===== src/rtl/snake_step_ctrl_if.sv =====
// -----------------------------------------------------------------------------
// snake_step_ctrl_if
//
// Body-RAM bus between the snake step sequencer and its external single-port
// body RAM. The RAM is synchronous-read: ram_rdata carries the word addressed
// by ram_addr one clock later.
//
// Signals:
//   ram_addr   body RAM address (driven by master)
//   ram_we     write enable (driven by master)
//   ram_wdata  write data {x[7:0], y[7:0]} (driven by master)
//   ram_rdata  read data {x[7:0], y[7:0]} (driven by slave / RAM)
//
// Modports:
//   master  the step sequencer
//   slave   the body RAM
// -----------------------------------------------------------------------------
interface snake_step_ctrl_if #(
  parameter int PTR_W = 6
);
  logic [PTR_W-1:0] ram_addr;
  logic             ram_we;
  logic [15:0]      ram_wdata;
  logic [15:0]      ram_rdata;

  modport master (
    output ram_addr,
    output ram_we,
    output ram_wdata,
    input  ram_rdata
  );

  modport slave (
    input  ram_addr,
    input  ram_we,
    input  ram_wdata,
    output ram_rdata
  );
endinterface


===== src/rtl/snake_step_ctrl.sv =====
// -----------------------------------------------------------------------------
// snake_step_ctrl
//
// Multi-cycle step sequencer for the snake game. The snake body is a circular
// buffer of {x,y} cells in an external single-port RAM; segments live at
// tail_ptr..head_ptr (modulo BODYMAX). On every accepted step_tick the block
// computes the next head cell, scans the body for a self-collision one RAM
// word per cycle, checks for food, and then writes the new head while either
// growing (tail held) or advancing the tail.
//
// Optional feature (compile-time macro):
//   SNAKE_WRAP_EN  defined   : moving off an edge wraps to the opposite edge.
//                  undefined : moving off an edge kills the snake at once.
//
// Parameters:
//   COLS, ROWS  playfield size (cells)
//   BODYMAX     body RAM depth / maximum length (power of two)
//   PTR_W       log2(BODYMAX)
//
// Ports:
//   VGA_CLK       sole clock
//   RST_N         asynchronous active-low reset
//   run_en        game enable level; low forces re-initialisation
//   step_tick     one-cycle step request (dropped while busy)
//   dir           0=+x 1=+y 2=-x 3=-y, sampled when a tick is accepted
//   food_x/_y     food cell, food_valid qualifies it
//   ram           body RAM bus (master side, all outputs registered)
//   head_x/_y     current head cell
//   length        segment count, 1..BODYMAX
//   tail_ptr      buffer pointer of the oldest segment
//   head_ptr      buffer pointer of the head segment
//   food_eaten    one-cycle pulse during the head write of an eating step
//   dead          sticky collision flag
//   busy          high in INIT/SCAN/WRITE
//   tick_overrun  sticky; a tick arrived while busy; cleared in INIT
// -----------------------------------------------------------------------------
module snake_step_ctrl #(
  parameter int COLS    = 80,
  parameter int ROWS    = 60,
  parameter int BODYMAX = 64,
  parameter int PTR_W   = 6
) (
  input  logic                    VGA_CLK,
  input  logic                    RST_N,
  input  logic                    run_en,
  input  logic                    step_tick,
  input  logic [1:0]              dir,
  input  logic [7:0]              food_x,
  input  logic [7:0]              food_y,
  input  logic                    food_valid,
  snake_step_ctrl_if.master       ram,
  output logic [7:0]              head_x,
  output logic [7:0]              head_y,
  output logic [PTR_W:0]          length,
  output logic [PTR_W-1:0]        tail_ptr,
  output logic [PTR_W-1:0]        head_ptr,
  output logic                    food_eaten,
  output logic                    dead,
  output logic                    busy,
  output logic                    tick_overrun
);

  // ---------------------------------------------------------------------------
  // Constants
  // ---------------------------------------------------------------------------
  localparam logic [2:0] ST_INIT  = 3'd0;
  localparam logic [2:0] ST_IDLE  = 3'd1;
  localparam logic [2:0] ST_SCAN  = 3'd2;
  localparam logic [2:0] ST_WRITE = 3'd3;
  localparam logic [2:0] ST_DEAD  = 3'd4;

  localparam logic [7:0]     HOME_X  = 8'(COLS / 2);
  localparam logic [7:0]     HOME_Y  = 8'(ROWS / 2);
  localparam logic [7:0]     MAX_X   = 8'(COLS - 1);
  localparam logic [7:0]     MAX_Y   = 8'(ROWS - 1);
  localparam logic [PTR_W:0] LEN_MAX = (PTR_W + 1)'(BODYMAX);
  localparam logic [PTR_W:0] LEN_ONE = (PTR_W + 1)'(1);
  localparam logic [PTR_W-1:0] PTR_ONE = PTR_W'(1);

`ifdef SNAKE_WRAP_EN
  localparam bit WRAP_EN = 1'b1;
`else
  localparam bit WRAP_EN = 1'b0;
`endif

  // ---------------------------------------------------------------------------
  // State
  // ---------------------------------------------------------------------------
  logic [2:0]       state;
  logic [7:0]       nx, ny;      // latched next head cell for the step
  logic             eat;         // step lands on food
  logic             grow;        // step lengthens the snake
  logic [PTR_W:0]   scan_n;      // body segments to compare this step
  logic [PTR_W:0]   scan_cnt;    // SCAN cycle index, 0..scan_n

  // ---------------------------------------------------------------------------
  // Next-cell candidate from the current head and dir.
  // at_edge flags a move off the playfield; the candidate already holds the
  // wrapped cell, which is only used when wrapping is enabled.
  // ---------------------------------------------------------------------------
  logic [7:0] cand_x, cand_y;
  logic       at_edge;
  logic       edge_kill;
  logic       hit_food;
  logic       can_grow;
  logic       scan_hit;

  // NOTE: every always_comb output gets a default first so no path leaves it
  // unassigned; otherwise the tool infers a latch.
  always_comb begin
    cand_x  = head_x;
    cand_y  = head_y;
    at_edge = 1'b0;
    unique case (dir)
      2'd0: begin
        if (head_x == MAX_X) begin
          at_edge = 1'b1;
          cand_x  = 8'd0;
        end else begin
          cand_x  = head_x + 8'd1;
        end
      end
      2'd1: begin
        if (head_y == MAX_Y) begin
          at_edge = 1'b1;
          cand_y  = 8'd0;
        end else begin
          cand_y  = head_y + 8'd1;
        end
      end
      2'd2: begin
        if (head_x == 8'd0) begin
          at_edge = 1'b1;
          cand_x  = MAX_X;
        end else begin
          cand_x  = head_x - 8'd1;
        end
      end
      2'd3: begin
        if (head_y == 8'd0) begin
          at_edge = 1'b1;
          cand_y  = MAX_Y;
        end else begin
          cand_y  = head_y - 8'd1;
        end
      end
    endcase
  end

  assign edge_kill = at_edge && !WRAP_EN;
  assign hit_food  = food_valid && (cand_x == food_x) && (cand_y == food_y);
  assign can_grow  = (length < LEN_MAX);

  // rdata in SCAN cycle k belongs to the address issued in cycle k-1, so
  // cycle 0 carries a stale word and is masked.
  assign scan_hit  = (scan_cnt != '0) && (ram.ram_rdata == {nx, ny});

  assign busy = (state == ST_INIT) || (state == ST_SCAN) || (state == ST_WRITE);

  // ---------------------------------------------------------------------------
  // Overrun flag: INIT clears it (a tick landing in INIT itself still counts),
  // any tick seen while SCAN/WRITE sets it.
  // ---------------------------------------------------------------------------
  always_ff @(posedge VGA_CLK or negedge RST_N) begin
    if (!RST_N) begin
      tick_overrun <= 1'b0;
    end else if (state == ST_INIT) begin
      tick_overrun <= step_tick;
    end else if (busy && step_tick) begin
      tick_overrun <= 1'b1;
    end
  end

  // ---------------------------------------------------------------------------
  // Main sequencer
  // ---------------------------------------------------------------------------
  // NOTE: sequential state uses non-blocking assignments so every register
  // samples the pre-edge values, independent of statement order.
  // NOTE: the body buffer is an external RAM and is not reset; INIT rewrites
  // address 0 and the pointers make every other word don't-care.
  always_ff @(posedge VGA_CLK or negedge RST_N) begin
    if (!RST_N) begin
      state         <= ST_INIT;
      ram.ram_addr  <= '0;
      ram.ram_we    <= 1'b0;
      ram.ram_wdata <= '0;
      head_x        <= HOME_X;
      head_y        <= HOME_Y;
      length        <= LEN_ONE;
      tail_ptr      <= '0;
      head_ptr      <= '0;
      food_eaten    <= 1'b0;
      dead          <= 1'b0;
      nx            <= '0;
      ny            <= '0;
      eat           <= 1'b0;
      grow          <= 1'b0;
      scan_n        <= '0;
      scan_cnt      <= '0;
    end else begin
      // Single-cycle pulses by default.
      ram.ram_we <= 1'b0;
      food_eaten <= 1'b0;

      if (!run_en && (state != ST_INIT)) begin
        // Abort whatever is in flight; INIT restores the body next cycle.
        state <= ST_INIT;
      end else begin
        unique case (state)
          ST_INIT: begin
            head_x   <= HOME_X;
            head_y   <= HOME_Y;
            length   <= LEN_ONE;
            tail_ptr <= '0;
            head_ptr <= '0;
            dead     <= 1'b0;
            if (run_en) begin
              ram.ram_we    <= 1'b1;
              ram.ram_addr  <= '0;
              ram.ram_wdata <= {HOME_X, HOME_Y};
              state         <= ST_IDLE;
            end
          end

          ST_IDLE: begin
            if (step_tick) begin
              if (edge_kill) begin
                dead  <= 1'b1;
                state <= ST_DEAD;
              end else begin
                nx       <= cand_x;
                ny       <= cand_y;
                eat      <= hit_food;
                grow     <= hit_food && can_grow;
                scan_cnt <= '0;
                // A non-growing step vacates the tail, so the scan starts one
                // past it and covers tail+1..head; a growing step covers all.
                if (hit_food && can_grow) begin
                  scan_n       <= length;
                  ram.ram_addr <= tail_ptr;
                end else begin
                  scan_n       <= length - LEN_ONE;
                  ram.ram_addr <= tail_ptr + PTR_ONE;
                end
                state <= ST_SCAN;
              end
            end
          end

          ST_SCAN: begin
            if (scan_hit) begin
              dead  <= 1'b1;
              state <= ST_DEAD;
            end else if (scan_cnt == scan_n) begin
              // Present the head write during the WRITE cycle itself.
              ram.ram_we    <= 1'b1;
              ram.ram_addr  <= head_ptr + PTR_ONE;
              ram.ram_wdata <= {nx, ny};
              food_eaten    <= eat;
              state         <= ST_WRITE;
            end else begin
              scan_cnt     <= scan_cnt + LEN_ONE;
              ram.ram_addr <= ram.ram_addr + PTR_ONE;
            end
          end

          ST_WRITE: begin
            head_ptr <= head_ptr + PTR_ONE;
            head_x   <= nx;
            head_y   <= ny;
            if (grow) begin
              length <= length + LEN_ONE;
            end else begin
              tail_ptr <= tail_ptr + PTR_ONE;
            end
            state <= ST_IDLE;
          end

          ST_DEAD: begin
            state <= ST_DEAD;
          end

          default: begin
            state <= ST_INIT;
          end
        endcase
      end
    end
  end

endmodule


===== src/flat_wrapper.sv =====
// flat-port wrapper written by rule: the top's interface ports become plain ports
module snake_step_ctrl_flat 
#(
  parameter int COLS    = 80,
  parameter int ROWS    = 60,
  parameter int BODYMAX = 64,
  parameter int PTR_W   = 6
)
  (VGA_CLK, RST_N, run_en, step_tick, dir, food_x, food_y, food_valid, head_x, head_y, length, tail_ptr, head_ptr, food_eaten, dead, busy, tick_overrun, ram_ram_addr, ram_ram_we, ram_ram_wdata, ram_ram_rdata);
  snake_step_ctrl_if #(.PTR_W(PTR_W)) ram_i ();
  input  logic VGA_CLK;
  input  logic RST_N;
  input  logic run_en;
  input  logic step_tick;
  input  logic [1:0] dir;
  input  logic [7:0] food_x;
  input  logic [7:0] food_y;
  input  logic food_valid;
  output logic [7:0] head_x;
  output logic [7:0] head_y;
  output logic [PTR_W:0] length;
  output logic [PTR_W-1:0] tail_ptr;
  output logic [PTR_W-1:0] head_ptr;
  output logic food_eaten;
  output logic dead;
  output logic busy;
  output logic tick_overrun;
  output wire logic [$bits(ram_i.ram_addr)-1:0] ram_ram_addr;
  output wire logic [$bits(ram_i.ram_we)-1:0] ram_ram_we;
  output wire logic [$bits(ram_i.ram_wdata)-1:0] ram_ram_wdata;
  input wire logic [$bits(ram_i.ram_rdata)-1:0] ram_ram_rdata;
  assign ram_ram_addr = ram_i.ram_addr;
  assign ram_ram_we = ram_i.ram_we;
  assign ram_ram_wdata = ram_i.ram_wdata;
  assign ram_i.ram_rdata = ram_ram_rdata;
  snake_step_ctrl #(.COLS(COLS), .ROWS(ROWS), .BODYMAX(BODYMAX), .PTR_W(PTR_W)) u_core (.VGA_CLK(VGA_CLK), .RST_N(RST_N), .run_en(run_en), .step_tick(step_tick), .dir(dir), .food_x(food_x), .food_y(food_y), .food_valid(food_valid), .ram(ram_i), .head_x(head_x), .head_y(head_y), .length(length), .tail_ptr(tail_ptr), .head_ptr(head_ptr), .food_eaten(food_eaten), .dead(dead), .busy(busy), .tick_overrun(tick_overrun));
endmodule

===== config.mk =====
export PLATFORM = sky130hd
export DESIGN_NAME = snake_step_ctrl_flat
export DESIGN_NICKNAME = d
export VERILOG_FILES = /design/src/rtl/snake_step_ctrl_if.sv /design/src/rtl/snake_step_ctrl.sv /design/src/flat_wrapper.sv
export SDC_FILE = /design/constraint.sdc
export NUM_CORES = 1
export LEC_CHECK = 0
export BUFFER_PORTS_ARGS = -buffer_cell sky130_fd_sc_hd__buf_2
export CAP_MARGIN = 20
export CORE_MARGIN = 5
export CORE_UTILIZATION = 57
export DETAILED_ROUTE_END_ITERATION = 6
export PLACE_DENSITY_LB_ADDON = 0.1
export SYNTH_ARGS = -nofsm -noshare
export SYNTH_HDL_FRONTEND = slang
export SYNTH_SLANG_ARGS = --single-unit

===== constraint.sdc =====
create_clock -name VGA_CLK -period 4.6 [get_ports VGA_CLK]
set_clock_uncertainty 0.2 [all_clocks]
set_input_delay 0.69 -clock VGA_CLK [delete_from_list [all_inputs] [get_ports VGA_CLK]]
set_output_delay 0.69 -clock VGA_CLK [all_outputs]
set_load 0.05 [all_outputs]

==> metrics, run 1 <==
status complete, no violations; CTS Buf Count 9; PwrDens 491 nW/µm²; Final Core Density 65.9%; Worst Setup End Kind register; final wirelength 17500 µm; Critical Path Start Type register; FFs w/ async S/R, synth 100%; CP Launch Point u_core.head_y[1]; minimum clock period 4.14 ns; CTS Root Cell clkbuf_8; post-synthesis cell count 667; Pins Over Slew Limit 0; WP data arrival 4.22 ns; Design Area, Final 6740 µm²; antenna cells 0; Area growth syn-to-layout 14.2%; initial DRC count 493; Post-synth EDFFs 0; initial antenna violation count 0; post-DP HPWL 13000 µm; vias in the first global route 5374; Rows 37; CTS H-Tree Depth 3; met3 wire length 1400 µm; DRC Markers 0; final setup violation count 0; FF+latch area 2410 µm²; most common flop cell mapped by yosys dfrtp_1; # IOs 101; worst hold slack 0.217 ns; DIE AREA 12500 µm²; peak supply drop 0.000415 V; met2 WL 7800 µm; leakage power total 3.08 nW; PostCTS Resize Cnt 0; clk slew on worst S/H paths 0.09 ns; post-synth net total 719; Slew HR 31.3%; Area contributors post-synth dfrtp_1 (38%), nand2_1 (5.1%), xor2_1 (5.0%); CP Max Fanout 14; Initial Utilization 57.7%; warnings from Yosys 0; RSZ-0062 raised after global routing false; Commonest cells post-synth dfrtp_1 (89), nand2_1 (81), o21ai_0 (52); highest routed metal layer met4; top-count cell post-synth dfrtp_1; Routed Antenna Nets 0; syn_area_per_cell 8.85 µm²; wire per inst 19.6 µm; period utilisation layout 89.9%; max_cap viols 0; layout cells sized above 1 19.8%; post-synthesis register bit count 96; gp weighted congestion 0.964; postcts setup bufs 0; via count 5542; R2R Path End u_core.ram.ram_addr[2]; kind of critical path register to register; worst hold path class primary input to async pin; final hold viol count 0; area of the multi-input gates 3270 µm²; DP Area 6530 µm²; Worst-Skew Late Latency 0.36 ns; worst slew pin tran 1.03 ns; share of the yosys chip area belonging to registers 40.8%; distinct cell type count after synthesis 70; Max Buffers Root-to-Sink 2; port bufs 100; Power Total 3.31 mW; CTS tree yes; core area 10200 µm²; GRT Total Usage 28.3%; first-pass GRT wire length 28500 µm; Final Net Count 805; vias per cell 6.20; Synth Cell Area 5900 µm²; setup tns final 0 ns; R2R depth 11; detailed-router iteration count before antenna repair 6; filler cell count 891; worst r2r src u_core.head_y[1]; Max Clock Freq 0.242 GHz; CP Data Required Time 4.69 ns; CTS Hold Bufs 0; post-synth top area cell dfrtp_1; Die Ht 112 µm; post-synth top area share 37.7%; met1 wire length 7860 µm; grt ovf 0; CP Capture Point u_core.ram.ram_addr[2]; CTS Sinks 96; reg2reg setup slack 0.46 ns; die width 112 µm; largest net degree at the start of global routing 68
placed cells by master (no fill, tap or decap), types with 11 or more instances in the layout:
cell and n:
nand3_1 29, buf_4 15, nand2_1 81, ha_1 13
nor2_1 48, dfrtp_1 89, and3_1 17, xor2_1 34
nor3_1 15, inv_1 18, o211ai_1 11, o21ai_0 52
o22a_1 11, clkbuf_8 11, a22o_1 18, xnor2_1 26
buf_2 99, a21oi_1 18
layer usage:
| metal | global-route usage [%] | vias to the layer above |
|---|---|---|
| met3 | 7.45 | 32 |
| met4 | 8.27 | 0 |
| met2 | 41.6 | 241 |
| met5 | 0 | - |
| met1 | 41.3 | 2692 |
| li1 | - | 2577 |
power breakdown:
part	total, mW	leakage, nW	switching (mW)	internal (mW)
combinational	1.44	1.73	1.01	0.433
sequential	1.29	1.25	0.265	1.03
clock	0.580	0.0988	0.297	0.282
stage by stage:
stage | cells | setup slack, ns
2_1_floorplan | 667 | 0.891
3_3_place_gp | 878 | 0.627
3_5_place_dp | 878 | 0.592
4_1_cts | 894 | 0.575
5_1_grt | 894 | 0.320
6_report | 894 | 0.463
logic make-up (layout without fill, tap and decap cells):
group / Yosys count / after routing / share of synthesized area [%]
mux: 8 / 8 / 1.36
simple gates: 253 / 253 / 21.5
buf+inv: 58 / 149 / 3.77
fa+ha+maj: 13 / 13 / 2.75
flops: 96 / 96 / 40.8
xor+xnor: 60 / 60 / 8.90
compound gates: 179 / 179 / 20.9
layout make-up:
cell class / instances / share of cell area (%)
clock buffers: 12 / 2.30
clock inverters: 4 / 0.798
inverters: 19 / 1.06
multi-input cells: 513 / 48.5
flip-flops and latches: 96 / 35.8
well taps: 136 / 2.52
repair buffers: 114 / 9.02
flip-flops by register name, indices dropped and copies added, names as in the netlist, 3 cells and up:
signal and cells:
u_core.scan_cnt 7, u_core.state 3, u_core.scan_n 7, u_core.head_ptr 6, u_core.length 7, u_core.ny 8, u_core.head_x 8, u_core.tail_ptr 6
u_core.ram.ram_addr 6, u_core.nx 8, u_core.head_y 8, u_core.ram.ram_wdata 16
critical path, stage by stage, from the launching register on:
cell	delay (ns)
dfstp_2	0.64
ha_1	0.29
nand3_1	0.11
or2_2	0.30
and4_1	0.18
a2111oi_0	0.39
o2111ai_1	0.19
nor4_1	0.61
and4_1	0.66
o21ai_0	0.16
a21o_1	0.18
a31oi_1	0.16
worst min path at each step:
stage,end
floorplan,u_core.dead
global placement,u_core.tick_overrun
detailed placement,u_core.eat
CTS,u_core.head_x[2]
global route,u_core.head_x[2]
finish,u_core.head_x[2]
No activity file was read; power rests on OpenSTA's default activity.
==> run 2, diff against run 1 <==
clock period = 3.96 ns   (was 4.6 ns; I/O delays follow)
==> run 2 against run 1 <==
  * Cell area increased by 1.7%
  * Via count increased by 0.96%
  * Clock-buffer cell count decreased by 2
  * Sequential cell count unchanged
  * Wire length increased by 2.4%
  * Sequential power increased by 16%
  * Clock power increased by 13%
  * Non-clock buffer count increased by 11
  * Critical path type unchanged
  * Largest power group unchanged
==> metrics, run 2 (synthesized netlist as in run 1, its figures left out) <==
CTS Sinks 96; Initial Utilization 57.7%; max_cap viols 0; core area 10200 µm²; antenna cells 0; final hold viol count 0; Reg with most FFs u_core.ram.ram_wdata; detailed-router iteration count before antenna repair 5; critical path's slowest cell dfstp_2; wire per inst 19.8 µm; vias per cell 6.18; Rows 37; RSZ-0062 raised after global routing false; final setup violation count 0; setup tns final 0 ns; first-pass GRT wire length 28900 µm; register share of total power 38.1%; Worst Setup End Kind register; Clock power frac 16.8%; Internal Pwr Total 2.03 mW; WP data arrival 3.80 ns; CP Max Fanout 16; via count 5595; Die Ht 112 µm; grt ovf 0; layout cells sized above 1 21.1%; Routed Antenna Nets 0; CTS tree yes; leakage power total 3.14 nW; most frequent CP cell buf_4; Buffers & Inverters on Critical Path 2; Final Net Count 816; Sw Share 47.9%; # IOs 101; postcts setup bufs 0; crit-path leading delay family simple AND/OR/NAND/NOR gates; Psw 1.86 mW; clk slew on worst S/H paths 0.10 ns; Worst-Skew Late Latency 0.37 ns; Pins Over Slew Limit 0; status complete, no violations; largest net degree at the start of global routing 84; final wirelength 17900 µm; commonest non-fill, non-tap cell in the layout buf_2; GRT Total Usage 28.8%; CTS H-Tree Depth 3; Area growth syn-to-layout 16.1%; PwrDens 568 nW/µm²; Comb power frac 45.1%; initial antenna violation count 0; Final Core Density 67.0%; initial DRC count 542; Max Clock Freq 0.270 GHz; CP Data Required Time 4.05 ns; DIE AREA 12500 µm²; period utilisation layout 93.6%; port bufs 100; minimum clock period 3.71 ns; gp weighted congestion 0.939; post-DP HPWL 13200 µm; DRC Markers 0; Slew HR 52.7%; CP Cell Sequence ha_2 -> or4b_2 -> o32ai_2 -> buf_4 -> a2111oi_4 -> a211oi_2 -> xnor2_1 -> nor2_1 -> and4_1 -> buf_4 -> or3_1 -> a21o_1 -> a31oi_1; worst slew pin tran 0.705 ns; CTS Root Cell clkbuf_8; vias in the first global route 5341; Critical Path Start Type register; peak supply drop 0.000540 V; Max Buffers Root-to-Sink 2; Largest register FFs 16; most frequent cells in the layout buf_2 (99), dfrtp_1 (89), nand2_1 (81); CTS Buf Count 9; worst hold path class primary input to register; kind of critical path register to register; delay of the slowest critical-path stage 0.63 ns; die width 112 µm
==> run 2: metrics by stage <==
step	worst slack (ns)	instance area, µm²	instances	power [mW]	hold WS [ns]
3_3_place_gp	0.238	6610	887	3.18	0.272
4_1_cts	0.175	6810	903	3.88	0.239
3_5_place_dp	0.198	6610	887	3.22	0.275
2_1_floorplan	0.251	5900	667	2.64	0.0984
5_1_grt	0.0347	6850	905	4.11	0.238
6_report	0.255	6850	905	3.90	0.256
==> run 2: cell type report <==
type	instances	area, µm²
timing repair buffer	125	726
clock buffer	10	128
clock inverter	6	67.6
multi-input combinational	513	3280
sequential	96	2410
tap	136	170
fill	858	3380
inverter	19	71.3
==> run 2: repair_timing <==
action,4_1_cts,5_1_grt
hold buffers,0,1
endpoints found under the hold margin,0,10
resized for setup,0,2
setup endpoints to repair,0,2
==> run 2: worst paths after layout <==
check	from	endpoint	slack [ns]	cells after the start
hold / removal	step_tick	u_core.state[0]	0.26	2
max in group asynchronous	RST_N	u_core.head_y[2]	2.25	4
min in group asynchronous	RST_N	u_core.head_x[7]	0.41	2
hold reg to reg	u_core.eat	u_core.eat	0.30	2
setup reg to reg	u_core.head_y[1]	u_core.ram.ram_addr[2]	0.25	13
setup / recovery	u_core.head_y[1]	u_core.ram.ram_addr[2]	0.25	13
==> run 2: worst reg2reg max path, stage by stage (launching register included) <==
cell and delay (ns):
dfstp_2 0.63, ha_2 0.25, or4b_2 0.61, o32ai_2 0.17, buf_4 0.18, a2111oi_4 0.04
a211oi_2 0.28, xnor2_1 0.17, nor2_1 0.09, and4_1 0.17, buf_4 0.19, or3_1 0.32
a21o_1 0.18, a31oi_1 0.14
==> run 2: layer usage <==
metal | GRT usage, % | wire, µm | vias to the layer above
li1 | - | - | 2612
met1 | 42.2 | 7790 | 2703
met2 | 44.2 | 8300 | 254
met3 | 6.09 | 1560 | 26
met4 | 6.08 | 284 | 0
met5 | 0 | 0 | -
==> run 2: power by group through the flow <==
stage,combinational [mW],sequential (mW),clock [mW]
2_1_floorplan,0.860,1.78,0
3_3_place_gp,1.70,1.48,0
3_5_place_dp,1.73,1.49,0
4_1_cts,1.74,1.47,0.669
5_1_grt,1.89,1.52,0.711
6_report,1.76,1.49,0.654
